===== src/rtl/usr_pkg.sv =====
// Shared types and constants for the universal shift register and its serial front end.
// Latency: n/a (types and constants only).
// Backpressure: n/a.
package usr_pkg;

    // Width of the universal shift register; the receiver word width must match it.
    localparam int USR_W = 4;

    // Parity sense selectors for the receiver.
    localparam logic PAR_EVEN = 1'b0;
    localparam logic PAR_ODD  = 1'b1;

    // Receiver frame states.
    typedef enum logic [2:0] {
        IDLE   = 3'd0,
        START  = 3'd1,
        DATA   = 3'd2,
        PARITY = 3'd3,
        STOP   = 3'd4,
        BREAK  = 3'd5
    } rx_state_t;

endpackage


===== src/rtl/sync_2ff.sv =====
// Two-flop synchroniser for a single asynchronous level signal.
// Latency: 2 clk cycles from input to output.
// Backpressure: none; the output simply follows the input.
module sync_2ff #(
    parameter logic RST_VAL = 1'b0
) (
    input  logic clk,
    input  logic rst,
    input  logic d,
    output logic q
);

    logic meta;

    // First flop may go metastable; the second gives it a full cycle to settle.
    always_ff @(posedge clk or posedge rst) begin
        if (rst) begin
            meta <= RST_VAL;
            q    <= RST_VAL;
        end else begin
            meta <= d;
            q    <= meta;
        end
    end

endmodule


===== src/rtl/shift_frame_rx.sv =====
// Serial frame receiver feeding the universal shift register's parallel-load port.
// Latency: word/error flags appear one cycle after the mid-bit stop sample (E+89 with defaults).
// Backpressure: one holding register; a good word arriving while it is full and not consumed is dropped with an overrun pulse.
module shift_frame_rx
    import usr_pkg::*;
#(
    parameter int   DATA_W       = USR_W,
    parameter int   CLKS_PER_BIT = 16,
    parameter int   PARITY_EN    = 0,
    parameter logic PARITY_ODD   = PAR_EVEN,
    parameter int   MSB_FIRST    = 0
) (
    input  logic              clk,
    input  logic              rst,
    input  logic              rxd,
    output logic [DATA_W-1:0] dout,
    output logic              dout_valid,
    input  logic              dout_ready,
    output logic              frame_err,
    output logic              parity_err,
    output logic              overrun,
    output logic              busy
);

    localparam int CW = $clog2(CLKS_PER_BIT);
    localparam int IW = $clog2(DATA_W + 1);

    // Half a bit minus one lands the start-bit sample mid-bit; full reloads step bit to bit.
    localparam logic [CW-1:0] HALF_RELOAD = CW'(CLKS_PER_BIT / 2 - 1);
    localparam logic [CW-1:0] BIT_RELOAD  = CW'(CLKS_PER_BIT - 1);
    localparam logic [IW-1:0] LAST_IDX    = IW'(DATA_W - 1);
    localparam logic          PAR_INV     = (PARITY_ODD == PAR_ODD);

    logic              rxd_s;
    rx_state_t         state;
    logic [CW-1:0]     bit_cnt;
    logic [IW-1:0]     bit_idx;
    logic [DATA_W-1:0] shreg;
    logic              par_bad;
    logic              expiry;
    logic              good_word;

    // Shift one received bit into the word in the configured order.
    function automatic logic [DATA_W-1:0] shift_in(input logic [DATA_W-1:0] cur, input logic b);
        if (MSB_FIRST != 0)
            shift_in = {cur[DATA_W-2:0], b};
        else
            shift_in = {b, cur[DATA_W-1:1]};
    endfunction

    // Line idles high, so the synchroniser resets to 1 to avoid a false start edge.
    sync_2ff #(
        .RST_VAL (1'b1)
    ) u_sync (
        .clk (clk),
        .rst (rst),
        .d   (rxd),
        .q   (rxd_s)
    );

    assign expiry    = (bit_cnt == '0);
    assign good_word = (state == STOP) && expiry && rxd_s && !par_bad;
    assign busy      = (state != IDLE);

    // Frame FSM: bit timing, shift-in, parity tracking and error pulses.
    always_ff @(posedge clk or posedge rst) begin
        if (rst) begin
            state      <= IDLE;
            bit_cnt    <= '0;
            bit_idx    <= '0;
            shreg      <= '0;
            par_bad    <= 1'b0;
            frame_err  <= 1'b0;
            parity_err <= 1'b0;
        end else begin
            frame_err  <= 1'b0;
            parity_err <= 1'b0;
            case (state)
                IDLE: begin
                    if (!rxd_s) begin
                        state   <= START;
                        bit_cnt <= HALF_RELOAD;
                        bit_idx <= '0;
                        par_bad <= 1'b0;
                    end
                end
                START: begin
                    if (expiry) begin
                        // A start bit that is no longer low mid-bit was a glitch.
                        if (!rxd_s) begin
                            state   <= DATA;
                            bit_cnt <= BIT_RELOAD;
                        end else begin
                            state <= IDLE;
                        end
                    end else begin
                        bit_cnt <= bit_cnt - 1'b1;
                    end
                end
                DATA: begin
                    if (expiry) begin
                        shreg   <= shift_in(shreg, rxd_s);
                        bit_cnt <= BIT_RELOAD;
                        if (bit_idx == LAST_IDX)
                            state <= (PARITY_EN != 0) ? PARITY : STOP;
                        else
                            bit_idx <= bit_idx + 1'b1;
                    end else begin
                        bit_cnt <= bit_cnt - 1'b1;
                    end
                end
                PARITY: begin
                    if (expiry) begin
                        // Mismatch is held until the stop bit decides what to report.
                        par_bad <= rxd_s ^ (^shreg) ^ PAR_INV;
                        bit_cnt <= BIT_RELOAD;
                        state   <= STOP;
                    end else begin
                        bit_cnt <= bit_cnt - 1'b1;
                    end
                end
                STOP: begin
                    if (expiry) begin
                        if (rxd_s) begin
                            parity_err <= par_bad;
                            state      <= IDLE;
                        end else begin
                            // A framing error takes precedence over any parity mismatch.
                            frame_err <= 1'b1;
                            state     <= BREAK;
                        end
                    end else begin
                        bit_cnt <= bit_cnt - 1'b1;
                    end
                end
                BREAK: begin
                    if (rxd_s)
                        state <= IDLE;
                end
                default: state <= IDLE;
            endcase
        end
    end

    // Holding register: load when empty or draining this cycle, otherwise drop and flag overrun.
    always_ff @(posedge clk or posedge rst) begin
        if (rst) begin
            dout       <= '0;
            dout_valid <= 1'b0;
            overrun    <= 1'b0;
        end else begin
            overrun <= 1'b0;
            if (good_word && (!dout_valid || dout_ready)) begin
                dout       <= shreg;
                dout_valid <= 1'b1;
            end else begin
                if (dout_valid && dout_ready)
                    dout_valid <= 1'b0;
                if (good_word)
                    overrun <= 1'b1;
            end
        end
    end

endmodule

===== config.mk =====
export PLATFORM = sky130hd
export DESIGN_NAME = shift_frame_rx
export DESIGN_NICKNAME = d
export VERILOG_FILES = /design/src/rtl/usr_pkg.sv /design/src/rtl/sync_2ff.sv /design/src/rtl/shift_frame_rx.sv
export SDC_FILE = /design/constraint.sdc
export NUM_CORES = 1
export LEC_CHECK = 0
export CAP_MARGIN = 20
export CORE_ASPECT_RATIO = 0.9
export CORE_MARGIN = 2
export CORE_UTILIZATION = 55
export CTS_BUF_LIST = sky130_fd_sc_hd__clkbuf_4
export DETAILED_ROUTE_END_ITERATION = 7
export PLACE_DENSITY = 0.75
export SYNTH_ARGS = -nofsm -noshare
export SYNTH_HDL_FRONTEND = slang
export SYNTH_SLANG_ARGS = --single-unit

===== constraint.sdc =====
create_clock -name clk -period 5 [get_ports clk]
set_input_delay 0.75 -clock clk [delete_from_list [all_inputs] [get_ports clk]]
set_output_delay 0.75 -clock clk [all_outputs]
set_load 0.1 [all_outputs]

# Word-level counts from Yosys, hierarchy flattened

Cells that the tools add are included.

Register bits: 25
Bits of input ports: 4
Output and inout bits: 9
Word-level logic and storage cells: 85

Add/sub/neg operators: 2
Eq/ne operators: 16
Mux-type cells: 32
Bitwise gates (word level): 1
Reductions and logical operators: 22

Operators by type and width:

| kind                | count |
|---|---|
| $mux 3              | 11 |
| $mux 4              | 5 |
| $pmux 3 s6          | 1 |
| $ne 2x2->1 const B  | 8 |
| $pmux 4 s4          | 1 |
| $mux 1              | 11 |
| $eq 3x2->1 const B  | 3 |
| $reduce_and 4->1    | 2 |
| $reduce_and 7->1    | 1 |
| $eq 3x3->1 const B  | 2 |
| $pmux 3 s2          | 1 |
| $reduce_bool 2->1   | 3 |
| $logic_and 1x1->1   | 5 |
| $logic_not 4->1     | 1 |
| $reduce_and 2->1    | 2 |
| $reduce_bool 4->1   | 1 |
| $reduce_xor 4->1    | 1 |
| $sub 4x1->4 const B | 1 |
| $add 3x1->3 const B | 1 |
| $eq 3x1->1 const B  | 1 |
| $logic_not 3->1     | 1 |
| $ne 3x3->1 const B  | 1 |
| $reduce_bool 3->1   | 1 |
| $logic_not 1->1     | 2 |
| other kinds (6)     | 6 |

# Logic depth before layout (Yosys ltp)

Gate-level depths: netlist of run 1.

Depth in word-level cells: 6
Gate-level depth with buffers: 6
Gate-level depth less buffers: 6

# Cells and area by module

A second synthesis of run 1 with hierarchy kept.

Cells, all modules: 121
Area total of the unflattened synthesis: 1305.0 um2

By module, submodules not included:

| module         | instances | cells each | area an instance (um2) | sequential area each (um2) |
|---|---|---|---|---|
| shift_frame_rx | 1         | 118        | 1248.7                 | 575.6 |
| sync_2ff       | 1         | 3          | 56.3                   | 52.6 |

# Worst setup path before layout of run 1

No wires, ideal clock.

Kind: register to output
Start: register state[0]
End: output busy
Arrival: 1.419 ns
Required time: 4.250 ns
Path slack: 2.831 ns
Cell stages (with the launch flop): 3
Buffers on the path: 1
Cell sequence: dfrtp_1 > clkbuf_1 > or3_1

Word-level cells in the longest chain between the ends: 1

RTL lines:

| item                   | RTL line              | source |
|---|---|---|
| from (decl)            | shift_frame_rx.sv:35  | `rx_state_t state;` |
| from (signal assigned) | shift_frame_rx.sv:105 | `state <= (PARITY_EN != 0) ? PARITY : STOP;` |
| $reduce_bool 3->1      | shift_frame_rx.sv:63  | `assign busy = (state != IDLE);` |
| to (decl)              | shift_frame_rx.sv:22  | `output logic busy` |

No other way between the ends.

# Worst setup path in the final report of run 1

Ends and elaborated chain as after synthesis.

==> results.md, run 1 <==
- CP startpoint kind: register
- CTS tree: built
- Die Ht: 49.3 um
- Crit path arrival time: around 2.3 ns
- Most frequent cells in the layout: 23 x dfrtp_1, 12 x clkdlybuf4s50_1, 11 x mux2_2
- # diodes: 0
- Routing usage on met2: 0.271
- Syn nets: roughly 120
- Clock power share: 0.160
- Routed WL: a little under 2000 um
- Die width: between 50 and 60 um
- GR peak layer: met2
- Leakage: 0.663 nW
- Antenna Nets Post-Route: 0
- Max cap viols: 0
- Hpwl dp: around 1500 um
- CTS buffer count: 3
- Number of H-tree levels: 1
- WL per Instance: between 10 and 15 um
- Clock transition at path regs: ~0.13 ns
- Starting Density: 0.580
- Sw Pwr: between 0.0002 and 0.00025 W
- Worst path required time: between 4 and 5 ns
- GR Overflow Total: 0
- CTS Buffer Depth: 2
- Final setup viols: 0
- CP Class: register to output port
- Vias in the first global route: between 800 and 900
- Clock Latency Late Sink: between 0.3 and 0.4 ns
- Internal: around 0.00036 W
- Fraction of layout cells with a size suffix above 1: 0.185
- Relative slew slack: 0.350
- Max Clk Rate: about 330 MHz
- # hold bufs at CTS: 0
- Period utilisation layout: 0.611
- IO Count: 13
- P&R area growth vs syn: 13.5%
- Min-Delay Path Class: register to register
- Mapped Avg Cell Area: 11.3 sq um
- Setup bufs post-CTS: 0
- Sink Count: 25
- Top_reg_cell synth: dfrtp_1
- Post-route setup slack: between 1.5 and 2 ns
- Post-synth ARST share: 1.00
- Seq/Total Area, Yosys: 0.501
- Commonest non-fill, non-tap cell in the layout: dfrtp_1
- Placed cell areas: 1390 sq um
- Switching share of power: 0.376
- Vias: between 800 and 900
- Final Max Slew Viols: 0
- Clk_skew: between 0.007 and 0.008 ns
- Clock root buffer master: clkbuf_4
- WHS: between 0.3 and 0.4 ns
- #FFs+latches synth: 25
- Drt pass-1 iters: 4
- Pre-CTS WS: about 2.3 ns
- Syn Std Cell Area: 1250 sq um
- Final Hold Vio Count: 0
- Outcome: finished clean
- Largest net degree at the start of global routing: 26
- Die area: 2680 sq um
- Design area: roughly 1400 sq um
- 1st-iter DRT viols: 15
- Tot GR Track Use: 0.176
- Via density: 5.56
- NumNets Final: 133
- Syn Inst Count: 111
- Number of flops mapped to enable cells by yosys: 0
- Core Footprint: 2160 sq um
- Site Rows: 16
- PortBufs: 12
- Fin util: 0.658
- Power Density: ~410 nW/um^2
- DR DRC count: 0
- Proportion of netlist area held by the largest area contributor: 0.459
- Part of the power in registers: 0.506
- First-pass GRT wire length: ~3400 um
- Main area contributors after synthesis: dfrtp_1 46%, mux2_2 9.9%, dfstp_2 4.2%
- Slew @ Worst Pin: approximately 1 ns
- RSZ-0062 raised after global routing: false
- Setup TNS: 0 ns
- Gate power share: 0.334
- Ys Warns: 0
- Met1 usage: 0.229
- Yosys cell types: 32
- VDD IR-drop max: a little under 0.3 mV
- Placer Congestion: between 0.8 and 0.9
- Post-layout min period: 3.06 ns
- CP max FO: 14
- Initial antenna violation count: 0
- CP Capture Type: output port
- Post-synth top area cell: dfrtp_1
- Post-CTS Resized: 0
- Met3 Track Usage GR: 0.0644
==> registers in the layout, indices dropped and copies added (netlist names) <==
name / flops
state: 3
overrun: 1
shreg: 4
dout: 4
dout_valid: 1
frame_err: 1
u_sync.meta: 1
par_bad: 1
parity_err: 1
bit_cnt: 4
u_sync.q: 1
bit_idx: 3
==> cell type report <==
class                      instances  area [sq um]
multi-input combinational         74           577
sequential                        25           628
inverter                           9          33.8
timing repair buffer              12           120
clock buffer                       4          30.0
fill                             171           739
tap                               27          33.8
==> cells by family (layout without fill, tap and decap cells) <==
group / count (synthesis) / in the layout / synth area share
compound gates: 21 / 21 / 0.110
flops: 25 / 25 / 0.501
buf+inv: 12 / 25 / 0.0389
simple gates: 35 / 35 / 0.180
mux: 11 / 11 / 0.0988
fa+ha+maj: 4 / 4 / 0.0399
xor+xnor: 3 / 3 / 0.0319
==> per-layer routing <==
layer / wire (um) / share of wire / vias up
li1: - / - / 417
met1: 965 / 0.49 / 403
met2: 887 / 0.45 / 15
met3: 78 / 0.040 / 4
met4: 33 / 0.017 / 0
met5: 0 / 0 / -
==> synthesized netlist by cell type, types with 2 or more instances <==
master,number
o21ai_0,5
and3_1,2
nor2_1,9
inv_1,9
a22o_1,2
o21bai_1,2
dfrtp_1,23
xnor2_1,2
nor3b_4,2
nand2b_1,2
or3_1,2
nand2_1,9
mux2_2,11
dfstp_2,2
clkbuf_1,2
a21oi_1,5
ha_1,4
nor3_1,3
o22ai_1,2
==> final timing paths <==
check	endpoint	start	slack [ns]	cells past startpoint
min in group asynchronous	state[0]$_DFFE_PP0P_	rst	0.91	2
max in group asynchronous	bit_idx[2]$_DFFE_PP0P_	rst	3.53	2
worst min register to register	u_sync.q$_DFF_PP1_	u_sync.meta$_DFF_PP1_	0.36	0
worst max register to register	bit_cnt[1]$_DFFE_PP0P_	bit_cnt[0]$_DFFE_PP0P_	3.04	5
worst min-delay path	u_sync.q$_DFF_PP1_	u_sync.meta$_DFF_PP1_	0.36	0
worst max-delay path	busy	state[0]$_DFFE_PP0P_	1.94	2
==> worst max-delay path, cell delays in order (launching register included) <==
cell and delay (ns):
dfrtp_1 0.55, or3_1 0.45, clkdlybuf4s50_1 0.98
==> metrics by stage <==
stage | power (W) | instances
after global routing | 0.000629 | 151
final | 0.000584 | 151
after global placement | 0.000485 | 147
after detailed placement | 0.000496 | 147
after floorplan | 0.000456 | 111
after CTS | 0.000588 | 151
==> power by group through the flow <==
stage	Clock [W]	Combinational (W)	Sequential, W
floorplan	0	0.000180	0.000276
global placement	0	0.000189	0.000296
detailed placement	0	0.000196	0.000300
CTS	0.0000958	0.000197	0.000295
global route	0.000104	0.000222	0.000303
finish	0.0000936	0.000195	0.000296
Note: power is estimated with default switching activity, not from simulation.
==> run 2: changes to the inputs <==
--- a/config.mk
+++ b/config.mk
@@ -8,10 +8,10 @@
 export CAP_MARGIN = 20
 export CORE_ASPECT_RATIO = 0.9
 export CORE_MARGIN = 2
-export CORE_UTILIZATION = 55
+export CORE_UTILIZATION = 52
 export CTS_BUF_LIST = sky130_fd_sc_hd__clkbuf_4
 export DETAILED_ROUTE_END_ITERATION = 7
-export PLACE_DENSITY = 0.75
+export PLACE_DENSITY = 0.74
 export SYNTH_ARGS = -nofsm -noshare
 export SYNTH_HDL_FRONTEND = slang
 export SYNTH_SLANG_ARGS = --single-unit
==> constraint.sdc (replaced) <==
create_clock -name clk -period 2.5 [get_ports clk]
set_input_delay 0.375 -clock clk [delete_from_list [all_inputs] [get_ports clk]]
set_output_delay 0.375 -clock clk [all_outputs]
set_load 0.1 [all_outputs]
==> run 2 against run 1 <==
  * Power is 98% higher
  * First-iteration DRC count shrank 13%
  * Sequential share of layout area grew 0.47 points
  * Core utilization is 2.5 points lower
  * Clock skew fell by 0.0015 ns
  * Via count up 0.36%
  * Final cell count rose by 0.66%
  * Register-to-register slack worse by 2.5 ns
  * Non-clock buffer count is 1 higher
  * Sequential power grew 100%
  * Die area grew 5.3%
  * Worst hold slack improved by 0.0029 ns
  * Critical endpoint unchanged
==> results.md, run 2 (synthesized netlist as in run 1, its figures left out) <==
- 1st-iter DRT viols: 13
- Max Clk Rate: between 500 and 600 MHz
- Crit path arrival time: 1.58 ns
- Min-Delay Path Class: register to register
- Placer Congestion: ~0.8
- RSZ-0062 raised after global routing: false
- Setup bufs post-CTS: 0
- Clock Latency Late Sink: 0.31 ns
- Sequential cell area: ~630 sq um
- Via density: around 5.5
- Largest net degree at the start of global routing: 26
- Leakage: 0.680 nW
- Die Ht: 50.6 um
- Largest registers: bit_cnt (4), dout (4), shreg (4)
- Final setup viols: 0
- Setup TNS: 0 ns
- Design area: between 1000 and 1500 sq um
- # diodes: 0
- Design Power: roughly 0.0012 W
- Outcome: finished clean
- DR DRC count: 0
- Max cap viols: 0
- Most frequent cells in the layout: 23 x dfrtp_1, 11 x mux2_2, 10 x buf_4
- Post-CTS Resized: 0
- Clock transition at path regs: 0.13 ns
- Clk_skew: approximately 0.0058 ns
- Vias: 842
- Site Rows: 16
- CP Class: register to output port
- Placed cell areas: roughly 1400 sq um
- Antenna Nets Post-Route: 0
- # hold bufs at CTS: 0
- Commonest non-fill, non-tap cell in the layout: dfrtp_1
- WHS: approximately 0.37 ns
- Routed WL: approximately 1900 um
- Sink Count: 25
- Relative slew slack: 0.705
- Number of H-tree levels: 1
- CP startpoint kind: register
- Hpwl dp: 1450 um
- GR Overflow Total: 0
- Initial antenna violation count: 0
- Fillcell total: 167
- Multi-input logic area: approximately 580 sq um
- Slew @ Worst Pin: around 0.44 ns
- Vias in the first global route: around 760
- Worst path required time: between 2 and 2.5 ns
- NumNets Final: roughly 130
- Die area: between 2000 and 3000 sq um
- Pre-CTS WS: 0.573 ns
- CP Capture Type: output port
- PortBufs: 12
- Final Max Slew Viols: 0
- Starting Density: 0.564
- Fraction of layout cells with a size suffix above 1: 0.264
- Period utilisation layout: 0.783
- Power Density: just over 800 nW/um^2
- WL per Instance: roughly 12 um
- Core Footprint: 2220 sq um
- IO Count: 13
- Drt pass-1 iters: 4
- Post-route setup slack: 0.542 ns
- CP max FO: 14
- Clock root buffer master: clkbuf_4
- CTS tree: built
- Post-layout min period: slightly below 2 ns
- CTS Buffer Depth: 2
- CTS buffer count: 3
- Tot GR Track Use: 0.153
- Die width: between 50 and 60 um
- P&R area growth vs syn: 12.3%
- First-pass GRT wire length: 3330 um
- VDD IR-drop max: a little under 0.6 mV
- Final Hold Vio Count: 0
run 2: cell types whose count changed in the layout (fill, tap and decap cells not counted):
| cell | change |
|---|---|
| clkbuf_4 | -1 |
| clkinvlp_4 | +1 |
| clkdlybuf4s50_1 | -9 |
| buf_4 | +10 |
run 2: worst max-delay path: stages, from the launching register on:
cell     delay, ns
dfrtp_1       0.56
or3_1         0.46
buf_4         0.25
run 2: routing by layer:
layer  vias to the layer above  share of wire  global-route usage
met4                         0         0.0068              0.0366
met2                        13           0.46               0.242
met1                       410           0.49               0.204
met3                         2          0.041              0.0541
li1                        417              -                   -
met5                         -              0                   0
run 2: layout make-up:
type / count / area share
clock buffer: 3 / 0.0160
clock inverter: 1 / 0.00533
inverter: 9 / 0.0240
multi-input combinational: 74 / 0.410
sequential: 25 / 0.446
tap: 27 / 0.0240
timing repair buffer: 13 / 0.0747
run 2: per-stage QoR:
stage                      util  instances
after floorplan               -        111
after global placement    0.620        148
after detailed placement  0.620        148
after CTS                 0.633        152
after global routing      0.633        152
final                     0.633        152
run 2: report_power, final:
| part | switching (W) | internal (W) | total, W | leakage, nW |
|---|---|---|---|---|
| clock network | 0.000116 | 0.0000611 | 0.000177 | 0.0139 |
| registers | 0.000120 | 0.000475 | 0.000594 | 0.326 |
| logic | 0.000205 | 0.000179 | 0.000384 | 0.340 |
| total | 0.000441 | 0.000715 | 0.00116 | 0.680 |
run 2: path summary, 6_finish.rpt:
kind                                         from                      to  slack, ns  cells past startpoint
max                          state[0]$_DFFE_PP0P_                    busy       0.54                      2
min                         u_sync.meta$_DFF_PP1_      u_sync.q$_DFF_PP1_       0.37                      0
max reg2reg                bit_cnt[0]$_DFFE_PP0P_  bit_cnt[1]$_DFFE_PP0P_       0.56                      5
min reg2reg                 u_sync.meta$_DFF_PP1_      u_sync.q$_DFF_PP1_       0.37                      0
max in group asynchronous                     rst      u_sync.q$_DFF_PP1_       1.83                      3
min in group asynchronous                     rst     dout[0]$_DFFE_PP0P_       0.39                      3
